$ cat src/rtl/wb_serial_master_if.sv
// if_wb: point-to-point Wishbone classic bundle,
// 32-bit address and data, byte selects.
interface if_wb;
  logic        cyc;
  logic        stb;
  logic        we;
  logic [3:0]  sel;
  logic [31:0] adr;
  logic [31:0] dat_o;
  logic [31:0] dat_i;
  logic        ack;

  modport master (
    output cyc, stb, we, sel, adr, dat_o,
    input  ack, dat_i
  );

  modport slave (
    input  cyc, stb, we, sel, adr, dat_o,
    output ack, dat_i
  );
endinterface

$ cat src/rtl/wb_serial_master.sv
// wb_serial_master: replays framed serial commands as
// big-endian full-word Wishbone classic master cycles.
module wb_serial_master #(
  parameter int unsigned TIMEOUT = 1024
) (
  input  logic       clk_i,
  input  logic       rst_i,
  input  logic [7:0] rx_data,
  input  logic       rx_valid,
  output logic       rx_ready,
  output logic [7:0] tx_data,
  output logic       tx_valid,
  input  logic       tx_ready,
  if_wb.master       bus,
  output logic       busy
);

  localparam logic [7:0] C_W = 8'h57;
  localparam logic [7:0] C_R = 8'h52;
  localparam logic [7:0] C_P = 8'h50;
  localparam logic [7:0] C_K = 8'h4B;
  localparam logic [7:0] C_Q = 8'h3F;
  localparam logic [7:0] C_T = 8'h54;

  localparam int TW =
    (TIMEOUT > 1) ? $clog2(TIMEOUT) : 1;
  localparam logic [TW-1:0] TO_LAST =
    (TIMEOUT == 0) ? '0 : TW'(TIMEOUT - 1);

  typedef enum logic [2:0] {
    S_CMD,
    S_ADDR,
    S_DATA,
    S_BUS,
    S_RESP
  } state_t;

  state_t        r_state;
  state_t        w_next;
  logic [1:0]    r_cnt;
  logic [31:0]   r_adr;
  logic [31:0]   r_dat;
  logic [31:0]   r_rdat;
  logic          r_we;
  logic          r_cyc;
  logic          r_rd;
  logic [3:0]    r_sel;
  logic [7:0]    r_resp;
  logic [TW-1:0] r_to;

  logic          w_rx_fire;
  logic          w_tx_fire;
  logic          w_last;
  logic          w_expire;
  logic [31:0]   w_rsh;

  assign rx_ready = (r_state == S_CMD)
                 || (r_state == S_ADDR)
                 || (r_state == S_DATA);
  assign busy     = (r_state != S_CMD);
  assign tx_valid = (r_state == S_RESP);

  assign w_rx_fire = rx_valid & rx_ready;
  assign w_tx_fire = tx_valid & tx_ready;
  assign w_last    = (r_cnt == 2'd3);
  assign w_expire  = (TIMEOUT != 0)
                  && (r_to == TO_LAST);

  // read reply walks the captured word MSB first
  assign w_rsh   = r_rdat << {r_cnt, 3'b000};
  assign tx_data = !tx_valid ? 8'h00
                 : r_rd      ? w_rsh[31:24]
                 :             r_resp;

  assign bus.cyc   = r_cyc;
  assign bus.stb   = r_cyc;
  assign bus.we    = r_we;
  assign bus.sel   = r_sel;
  assign bus.adr   = r_adr;
  assign bus.dat_o = r_dat;

  always_ff @(posedge clk_i or negedge rst_i) begin
    if (!rst_i) r_state <= S_CMD;
    else        r_state <= w_next;
  end

  always_comb begin
    w_next = r_state;
    unique case (r_state)
      S_CMD: begin
        if (w_rx_fire) begin
          if (rx_data == C_W || rx_data == C_R)
            w_next = S_ADDR;
          else
            w_next = S_RESP;
        end
      end
      S_ADDR: begin
        if (w_rx_fire && w_last)
          w_next = r_we ? S_DATA : S_BUS;
      end
      S_DATA: begin
        if (w_rx_fire && w_last)
          w_next = S_BUS;
      end
      S_BUS: begin
        if (bus.ack || w_expire)
          w_next = S_RESP;
      end
      S_RESP: begin
        if (w_tx_fire && (!r_rd || w_last))
          w_next = S_CMD;
      end
      default: w_next = S_CMD;
    endcase
  end

  always_ff @(posedge clk_i or negedge rst_i) begin
    if (!rst_i) begin
      r_cnt  <= 2'd0;
      r_adr  <= 32'h0;
      r_dat  <= 32'h0;
      r_rdat <= 32'h0;
      r_we   <= 1'b0;
      r_cyc  <= 1'b0;
      r_rd   <= 1'b0;
      r_sel  <= 4'h0;
      r_resp <= 8'h00;
      r_to   <= '0;
    end else begin
      unique case (r_state)
        S_CMD: begin
          if (w_rx_fire) begin
            r_cnt  <= 2'd0;
            r_rd   <= 1'b0;
            r_we   <= (rx_data == C_W);
            r_resp <= (rx_data == C_P) ? C_K : C_Q;
          end
        end
        S_ADDR: begin
          if (w_rx_fire) begin
            r_adr <= {r_adr[23:0], rx_data};
            r_cnt <= r_cnt + 2'd1;
            if (w_last && !r_we) begin
              r_cyc <= 1'b1;
              r_sel <= 4'hF;
              r_to  <= '0;
            end
          end
        end
        S_DATA: begin
          if (w_rx_fire) begin
            r_dat <= {r_dat[23:0], rx_data};
            r_cnt <= r_cnt + 2'd1;
            if (w_last) begin
              r_cyc <= 1'b1;
              r_sel <= 4'hF;
              r_to  <= '0;
            end
          end
        end
        S_BUS: begin
          // ack outranks a same-cycle terminal count
          if (bus.ack) begin
            r_cyc  <= 1'b0;
            r_rd   <= !r_we;
            r_resp <= C_K;
            if (!r_we) r_rdat <= bus.dat_i;
          end else if (w_expire) begin
            r_cyc  <= 1'b0;
            r_resp <= C_T;
          end else begin
            r_to <= r_to + 1'b1;
          end
        end
        S_RESP: begin
          if (w_tx_fire) r_cnt <= r_cnt + 2'd1;
        end
        default: begin
        end
      endcase
    end
  end

endmodule

$ cat src/flat_wrapper.sv
// flat-port wrapper written by rule: the top's interface ports become plain ports
module wb_serial_master_flat 
#(
  parameter int unsigned TIMEOUT = 1024
)
  (clk_i, rst_i, rx_data, rx_valid, rx_ready, tx_data, tx_valid, tx_ready, busy, bus_cyc, bus_stb, bus_we, bus_sel, bus_adr, bus_dat_o, bus_ack, bus_dat_i);
  if_wb bus_i ();
  input  logic clk_i;
  input  logic rst_i;
  input  logic [7:0] rx_data;
  input  logic rx_valid;
  output logic rx_ready;
  output logic [7:0] tx_data;
  output logic tx_valid;
  input  logic tx_ready;
  output logic busy;
  output wire logic [$bits(bus_i.cyc)-1:0] bus_cyc;
  output wire logic [$bits(bus_i.stb)-1:0] bus_stb;
  output wire logic [$bits(bus_i.we)-1:0] bus_we;
  output wire logic [$bits(bus_i.sel)-1:0] bus_sel;
  output wire logic [$bits(bus_i.adr)-1:0] bus_adr;
  output wire logic [$bits(bus_i.dat_o)-1:0] bus_dat_o;
  input wire logic [$bits(bus_i.ack)-1:0] bus_ack;
  input wire logic [$bits(bus_i.dat_i)-1:0] bus_dat_i;
  assign bus_cyc = bus_i.cyc;
  assign bus_stb = bus_i.stb;
  assign bus_we = bus_i.we;
  assign bus_sel = bus_i.sel;
  assign bus_adr = bus_i.adr;
  assign bus_dat_o = bus_i.dat_o;
  assign bus_i.ack = bus_ack;
  assign bus_i.dat_i = bus_dat_i;
  wb_serial_master #(.TIMEOUT(TIMEOUT)) u_core (.clk_i(clk_i), .rst_i(rst_i), .rx_data(rx_data), .rx_valid(rx_valid), .rx_ready(rx_ready), .tx_data(tx_data), .tx_valid(tx_valid), .tx_ready(tx_ready), .bus(bus_i), .busy(busy));
endmodule
$ cat config.mk
export PLATFORM = sky130hd
export DESIGN_NAME = wb_serial_master_flat
export DESIGN_NICKNAME = d
export VERILOG_FILES = /design/src/rtl/wb_serial_master_if.sv /design/src/rtl/wb_serial_master.sv /design/src/flat_wrapper.sv
export SDC_FILE = /design/constraint.sdc
export NUM_CORES = 1
export LEC_CHECK = 0
export ABC_CLOCK_PERIOD_IN_PS = 1950
export CAP_MARGIN = 20
export CORE_MARGIN = 3
export CORE_UTILIZATION = 50
export DETAILED_ROUTE_END_ITERATION = 12
export GPL_ROUTABILITY_DRIVEN = 1
export PLACE_DENSITY = 0.78
export SYNTH_ARGS = -nofsm -noshare
export SYNTH_HDL_FRONTEND = slang
export SYNTH_SLANG_ARGS = --single-unit
$ cat constraint.sdc
create_clock -name clk_i -period 1.95 [get_ports clk_i]
set_clock_uncertainty 0.05 [all_clocks]
set_input_delay 0.4875 -clock clk_i [delete_from_list [all_inputs] [get_ports clk_i]]
set_output_delay 0.4875 -clock clk_i [all_outputs]
set_load 0.005 [all_outputs]
==> impl_results.md, run 1 <==
- Run status: finished with violations
- Failing checks: setup timing
- Main synth FF type: dfrtp_1
- Area Overhead vs Synth: 60.8%
- Fin. Hold Viols: 0
- Max Root-Sink Buffers: 2
- Chip width: 109 um
- Ys async rst share: 100%
- Hold Path Class: primary input to async pin
- Inst Count DP: 671
- Crit path kind: flip-flop to primary output
- Wire per inst: 22.4 um
- Seq/Total Area, Yosys: 56.3%
- Most frequent cell after synthesis: dfrtp_1
- DRT iter0 DRCs: 261
- Max Fclk: 0.389 GHz
- Final Slew Violations: 0
- Slew @ Worst Pin: 412 ps
- Crit path max-delay family: multiplexers
- Final setup fails: 93
- TritonCTS Buffers: 17
- WP data arrival: 2040 ps
- Io pins: 127
- Post-route antenna net violation count: 0
- Syn avg cell area: 13.4 um^2
- Largest stage delay on the critical path: 490 ps
- Vias in the first global route: 4189
- Most used cell, CP: buf_12
- Yosys top cell by area: dfrtp_1
- Syn Inst Count: 396
- Peak VDD IR: 0.814 mV
- Unrepaired setup endpoints after global routing: yes
- Req. time, crit path: 1410 ps
- Critical Path Start Type: flip-flop
- Crit path max-delay cell type: mux4_2
- DR vias: 4362
- DRC Markers: 0
- Synth area leaders: dfrtp_1 (56%), mux2_2 (18%), mux4_2 (3.4%)
- Reg clk slew, reported paths: 60 ps
- Buf/Inv on CP: 3
- Die height: 109 um
- CTS root buf: clkbuf_8
- Core area: 10000 um^2
- Largest net degree at the start of global routing: 49
- Post-synth top area share: 56.3%
- Final WL: 17.1 mm
- Setup slack after layout: -623 ps
- EDFF count, synth: 0
- Worst setup EP type: primary output
- Overall Global Routing Usage: 24.6%
- Fin crit share: 132%
- DIE AREA: 11900 um^2
- Synthesized Nets: 443
- Period minus WS final: 2570 ps
- First-pass DRT Iterations: 7
- Initial core utilization: 52.7%
- Worst relative slew slack: 72.3%
- Total clock sinks: 119
- Worst slack, placed: -358 ps
- N_diodes: 0
- Layout Nets: 663
- H-tree depth: 4
- First-pass GRT wire length: 22.2 mm
- Layout cells sized above 1: 42.9%
- WHS: 385 ps
- Leak: 4.63 nW
- Synth top cells by count: dfrtp_1 (119), mux2_2 (86), o21ai_0 (21)
- Final core area utilization: 84.7%
- CTS tree: done
- Synth Cell Area: 5290 um^2
- Grt total ovfl: 0
- Via-per-instance ratio: 5.72
- Routability cong.: 0.842
- Initial antenna violation count: 0
- FP Rows: 36
- Synth warn: 0
- Max cap viols: 0
- Pwr/cell area: 1370 nW/um^2
- Final std cells w/o fill: 762
- Worst-path maximum fanout: 3
- Port buffer count: 126
- Clock Latency Late Sink: 530 ps
- Post-DP HPWL: 8.95 mm
- Number of synthesized register bits: 119
- Netlist cell types: 52
- Cell Chain, Critical Path: buf_12 -> buf_12 -> mux4_2 -> mux2i_1 -> nor2_1 -> buf_2
==> worst register-to-register path: stages (launching register included) <==
cell and delay [ps]:
dfrtp_1 390, buf_6 110, buf_6 80, buf_8 100, buf_6 110, buf_8 130, nand3b_4 130, nor3_4 300
buf_12 160, clkbuf_16 200, mux2_4 320
==> layer usage <==
layer	part of all wire [%]	routed length (um)	GRT usage (%)	up-vias
met5	0	0	0	-
met4	3.0	519	7.12	0
met3	6.2	1060	5.98	53
met2	52	8910	42.0	216
met1	39	6610	31.1	2231
li1	-	-	-	1862
==> area by class of cell <==
class | instances | area (um^2)
Sequential cell | 119 | 2980
Inverter | 18 | 70.1
Multi-Input combinational cell | 236 | 2450
Clock buffer | 18 | 428
Timing Repair Buffer | 224 | 2250
Tap cell | 133 | 166
Clock inverter | 14 | 165
Fill cell | 448 | 1540
==> placed cells by master (no fill, tap or decap), drive strengths merged, types with 4 or more instances in the layout <==
cell type	count
nor2	9
nor3	9
dfrtp	119
nand3	5
a21oi	12
clkinv	4
mux4	8
dlymetal6s2s	25
o21ai	21
mux2i	6
and2	4
dlygate4sd2	40
mux2	98
buf	104
clkdlybuf4s50	49
clkbuf	23
inv	24
nor2b	4
nand2	16
==> state kept, by name, indices dropped and copies added, names as in the netlist <==
signal / count
u_core.bus.we: 1
u_core.bus.sel: 1
u_core.r_rdat: 32
u_core.r_rd: 1
u_core.r_resp: 4
u_core.r_cnt: 2
u_core.bus.adr: 32
u_core.bus.cyc: 1
u_core.r_state: 3
u_core.bus.dat_o: 32
u_core.r_to: 10
==> final timing paths <==
| path | start | to | slack [ps] | cells past startpoint |
|---|---|---|---|---|
| max in group asynchronous | rst_i | u_core.bus.dat_o[18] | 880 | 3 |
| min in group clk_i | u_core.bus.dat_o[27] | u_core.bus.dat_o[27] | 450 | 1 |
| worst min register to register | u_core.bus.dat_o[27] | u_core.bus.dat_o[27] | 450 | 1 |
| worst min-delay path | rst_i | u_core.r_rdat[11] | 390 | 2 |
| worst max register to register | u_core.r_state[1] | u_core.r_rdat[24] | -250 | 10 |
| worst max-delay path | u_core.r_cnt[0] | tx_data[6] | -620 | 6 |
==> report_power, final <==
group	leakage, nW	switching [W]	internal, W	total (W)
clock	0.285	0.00129	0.00189	0.00318
sequential	1.54	0.000470	0.00298	0.00345
combinational	2.81	0.00218	0.00281	0.00499
total	4.63	0.00394	0.00768	0.0116
==> through the flow <==
step                      power (W)  TNS, ps  area (um^2)
after detailed placement    0.00716   -21500         6950
after CTS                    0.0108    -4900         7840
final                        0.0116   -17340         8510
after global placement      0.00702   -20200         6950
after global routing         0.0121   -20420         8510
after floorplan             0.00526        0         5290
==> kinds of logic (layout without fill, tap and decap cells) <==
logic type      count (synthesis)  in the layout  share of synthesized area [%]
compound gates                 52             52                           6.15
xor+xnor                        2              2                          0.331
fa+ha+maj                       2              2                          0.473
buf+inv                        41            274                           3.90
flops                         119            119                           56.3
mux                           112            112                           25.4
simple gates                   68             68                           7.49
==> repair_timing <==
item,CTS,global route
hold buffers,1,0
endpoints found under the hold margin,24,0
setup buffers,35,17
endpoints found under the setup margin,67,117
gates resized for setup,113,128
gates cloned,0,7
pin swaps,14,11
(Power assumes the default switching activity.)
==> run 2: changes to the inputs <==
==> constraint.sdc (replaced) <==
create_clock -name clk_i -period 1.95 [get_ports clk_i]
set_clock_uncertainty 0.05 [all_clocks]
set_input_delay 0.585 -clock clk_i [delete_from_list [all_inputs] [get_ports clk_i]]
set_output_delay 0.585 -clock clk_i [all_outputs]
set_load 0.005 [all_outputs]
==> impl_results.md, run 2 (synthesis gave the netlist of run 1 again) <==
- Via-per-instance ratio: 5.76 (+0.58%)
- First-pass GRT wire length: 22.7 mm (+2.1%)
- DRC Markers: 0 (unchanged)
- Die height: 109 um (unchanged)
- Setup slack after layout: -713 ps (-90.9 ps)
- Final setup fails: 118 (+27%)
- Max Root-Sink Buffers: 2 (unchanged)
- Routability cong.: 0.844 (+0.23%)
- Inst Count DP: 675 (+0.60%)
- Largest net degree at the start of global routing: 35 (-29%)
- N_diodes: 0 (unchanged)
- Worst-path maximum fanout: 4 (+1)
- Worst setup EP type: primary output
- Fin Setup TNS: -21200 ps (-3860 ps)
- Worst relative slew slack: 73.5% (+1.1 points)
- Grt total ovfl: 0 (unchanged)
- Run status: finished with violations
- CTS root buf: clkbuf_8
- Post-DP Area: 7000 um^2 (+0.61%)
- Cell Chain, Critical Path: buf_12 -> buf_4 -> mux4_2 -> mux2i_1 -> nor2_1 -> buf_2
- Largest stage delay on the critical path: 440 ps (-50 ps)
- DR vias: 4439 (+1.8%)
- Crit path max-delay cell type: dfrtp_2
- Storage cell area: 2980 um^2 (about the same)
- Clock Latency Late Sink: 520 ps (about the same)
- Multi-input logic area: 2480 um^2 (+1.4%)
- Final Slew Violations: 0 (unchanged)
- Max cap viols: 0 (unchanged)
- Vias in the first global route: 4410 (+5.3%)
- Switch share: 34.1% (+0.25 points)
- TritonCTS Buffers: 17 (unchanged)
- Worst slack, placed: -497 ps (-140 ps)
- Layout cells sized above 1: 42.9% (about the same)
- DRT iter0 DRCs: 317 (+21%)
- Initial core utilization: 52.7% (unchanged)
- Commonest non-fill, non-tap cell in the layout: dfrtp_1
- Failing checks: setup timing
- Leak: 4.32 nW (-6.7%)
- Area Overhead vs Synth: 59.6%
- Core area: 10000 um^2 (unchanged)
- Filler cell count: 450 (+0.45%)
- Unrepaired setup endpoints after global routing: yes
- Clock network power share: 25.7% (-1.6 points)
- Final std cells w/o fill: 771 (+1.2%)
- Port buffer count: 126 (unchanged)
- CTS tree: done
- Final WL: 17.9 mm (+4.6%)
- Commonest cells after routing, fill and taps aside: dfrtp_1 (117), buf_4 (75), dlygate4sd2_1 (67), mux2_4 (64), clkdlybuf4s50_1 (43)
- P_sw: 0.00387 W (-1.6%)
- Flop pwr share: 30.3% (+0.6 points)
- Initial antenna violation count: 0 (unchanged)
- Fin crit share: 137% (+4.7 points)
- FP Rows: 36 (unchanged)
- Fin. Hold Viols: 0 (unchanged)
- Total clock sinks: 119 (unchanged)
- Chip width: 109 um (unchanged)
- Req. time, crit path: 1310 ps (-100 ps)
- Critical Path Start Type: flip-flop
- Pwr/cell area: 1340 nW/um^2 (-1.7%)
- Period minus WS final: 2660 ps (+90.9 ps)
- Int Pwr: 0.00747 W (-2.7%)
- Comb pwr share: 44.0% (+1.0 points)
- Hold Path Class: flip-flop to flip-flop
- Crit path kind: flip-flop to primary output
- Wire per inst: 23.2 um (+3.4%)
- Post-DP HPWL: 8.82 mm (-1.5%)
- Io pins: 127 (unchanged)
- First-pass DRT Iterations: 5 (-2)
- H-tree depth: 4 (unchanged)
- Reg clk slew, reported paths: 70 ps (about the same)
- Layout Nets: 672 (+1.4%)
- Peak VDD IR: 0.664 mV (-18%)
- DIE AREA: 11900 um^2 (unchanged)
- Slew @ Worst Pin: 393 ps (-18.7 ps)
- Max Fclk: 0.375 GHz (-3.4%)
- Overall Global Routing Usage: 25.1% (+0.56 points)
- WP data arrival: 2030 ps (about the same)
- Post-route antenna net violation count: 0 (unchanged)
- Post-layout instance area: 8450 um^2 (-0.74%)
run 2: repair_timing:
action	CTS	global route
pin swaps	13	10
hold endpoints to repair	24	0
setup buffers	45	16
resized for setup	140	109
setup endpoints to repair	84	80
gates cloned	0	6
hold buffers	1	0
run 2: path summary, 6_finish.rpt:
| check | from | to | slack, ps | cells after the start |
|---|---|---|---|---|
| worst min-delay path | u_core.bus.adr[25] | u_core.bus.adr[25] | 450 | 1 |
| max in group asynchronous | rst_i | u_core.r_to[1] | 850 | 3 |
| worst max-delay path | u_core.r_cnt[0] | tx_data[5] | -710 | 6 |
| min in group asynchronous | rst_i | u_core.r_rdat[11] | 480 | 2 |
| worst max register to register | u_core.r_state[2] | u_core.r_rdat[6] | -240 | 9 |
| worst min register to register | u_core.bus.adr[25] | u_core.bus.adr[25] | 450 | 1 |
run 2: worst max-delay path: cells and delay by family, from the launching register on:
kind	cells	cell delay, ps
simple gates	1	80
buf+inv	3	390
mux	2	590
flops	1	440
run 2: per-stage QoR:
step / utilization, % / hold slack, ps / total power [W]
2_1_floorplan: - / 239 / 0.00526
3_3_place_gp: 69.6 / 436 / 0.00703
3_5_place_dp: 69.6 / 444 / 0.00717
4_1_cts: 78.2 / 455 / 0.0105
5_1_grt: 84.1 / 460 / 0.0119
6_report: 84.1 / 450 / 0.0113
run 2: cell type report:
class | instances | share of cell area (%)
Inverter | 18 | 0.830
Sequential cell | 119 | 35.3
Timing Repair Buffer | 233 | 26.0
Clock inverter | 14 | 1.50
Tap cell | 133 | 1.97
Multi-Input combinational cell | 236 | 29.4
Clock buffer | 18 | 4.95
run 2: layer usage:
layer	part of all wire, %	up-vias	track usage, %
li1	-	1874	-
met1	37	2259	30.3
met2	53	249	43.7
met3	6.8	57	5.74
met4	3.3	0	9.74
met5	0	-	0
run 2: power groups by stage:
stage / Clock (W) / Sequential (W) / Combinational (W)
6_report: 0.00291 / 0.00344 / 0.00499
5_1_grt: 0.00304 / 0.00349 / 0.00533
4_1_cts: 0.00289 / 0.00337 / 0.00421
3_5_place_dp: 0 / 0.00345 / 0.00372
3_3_place_gp: 0 / 0.00341 / 0.00362
2_1_floorplan: 0 / 0.00338 / 0.00188
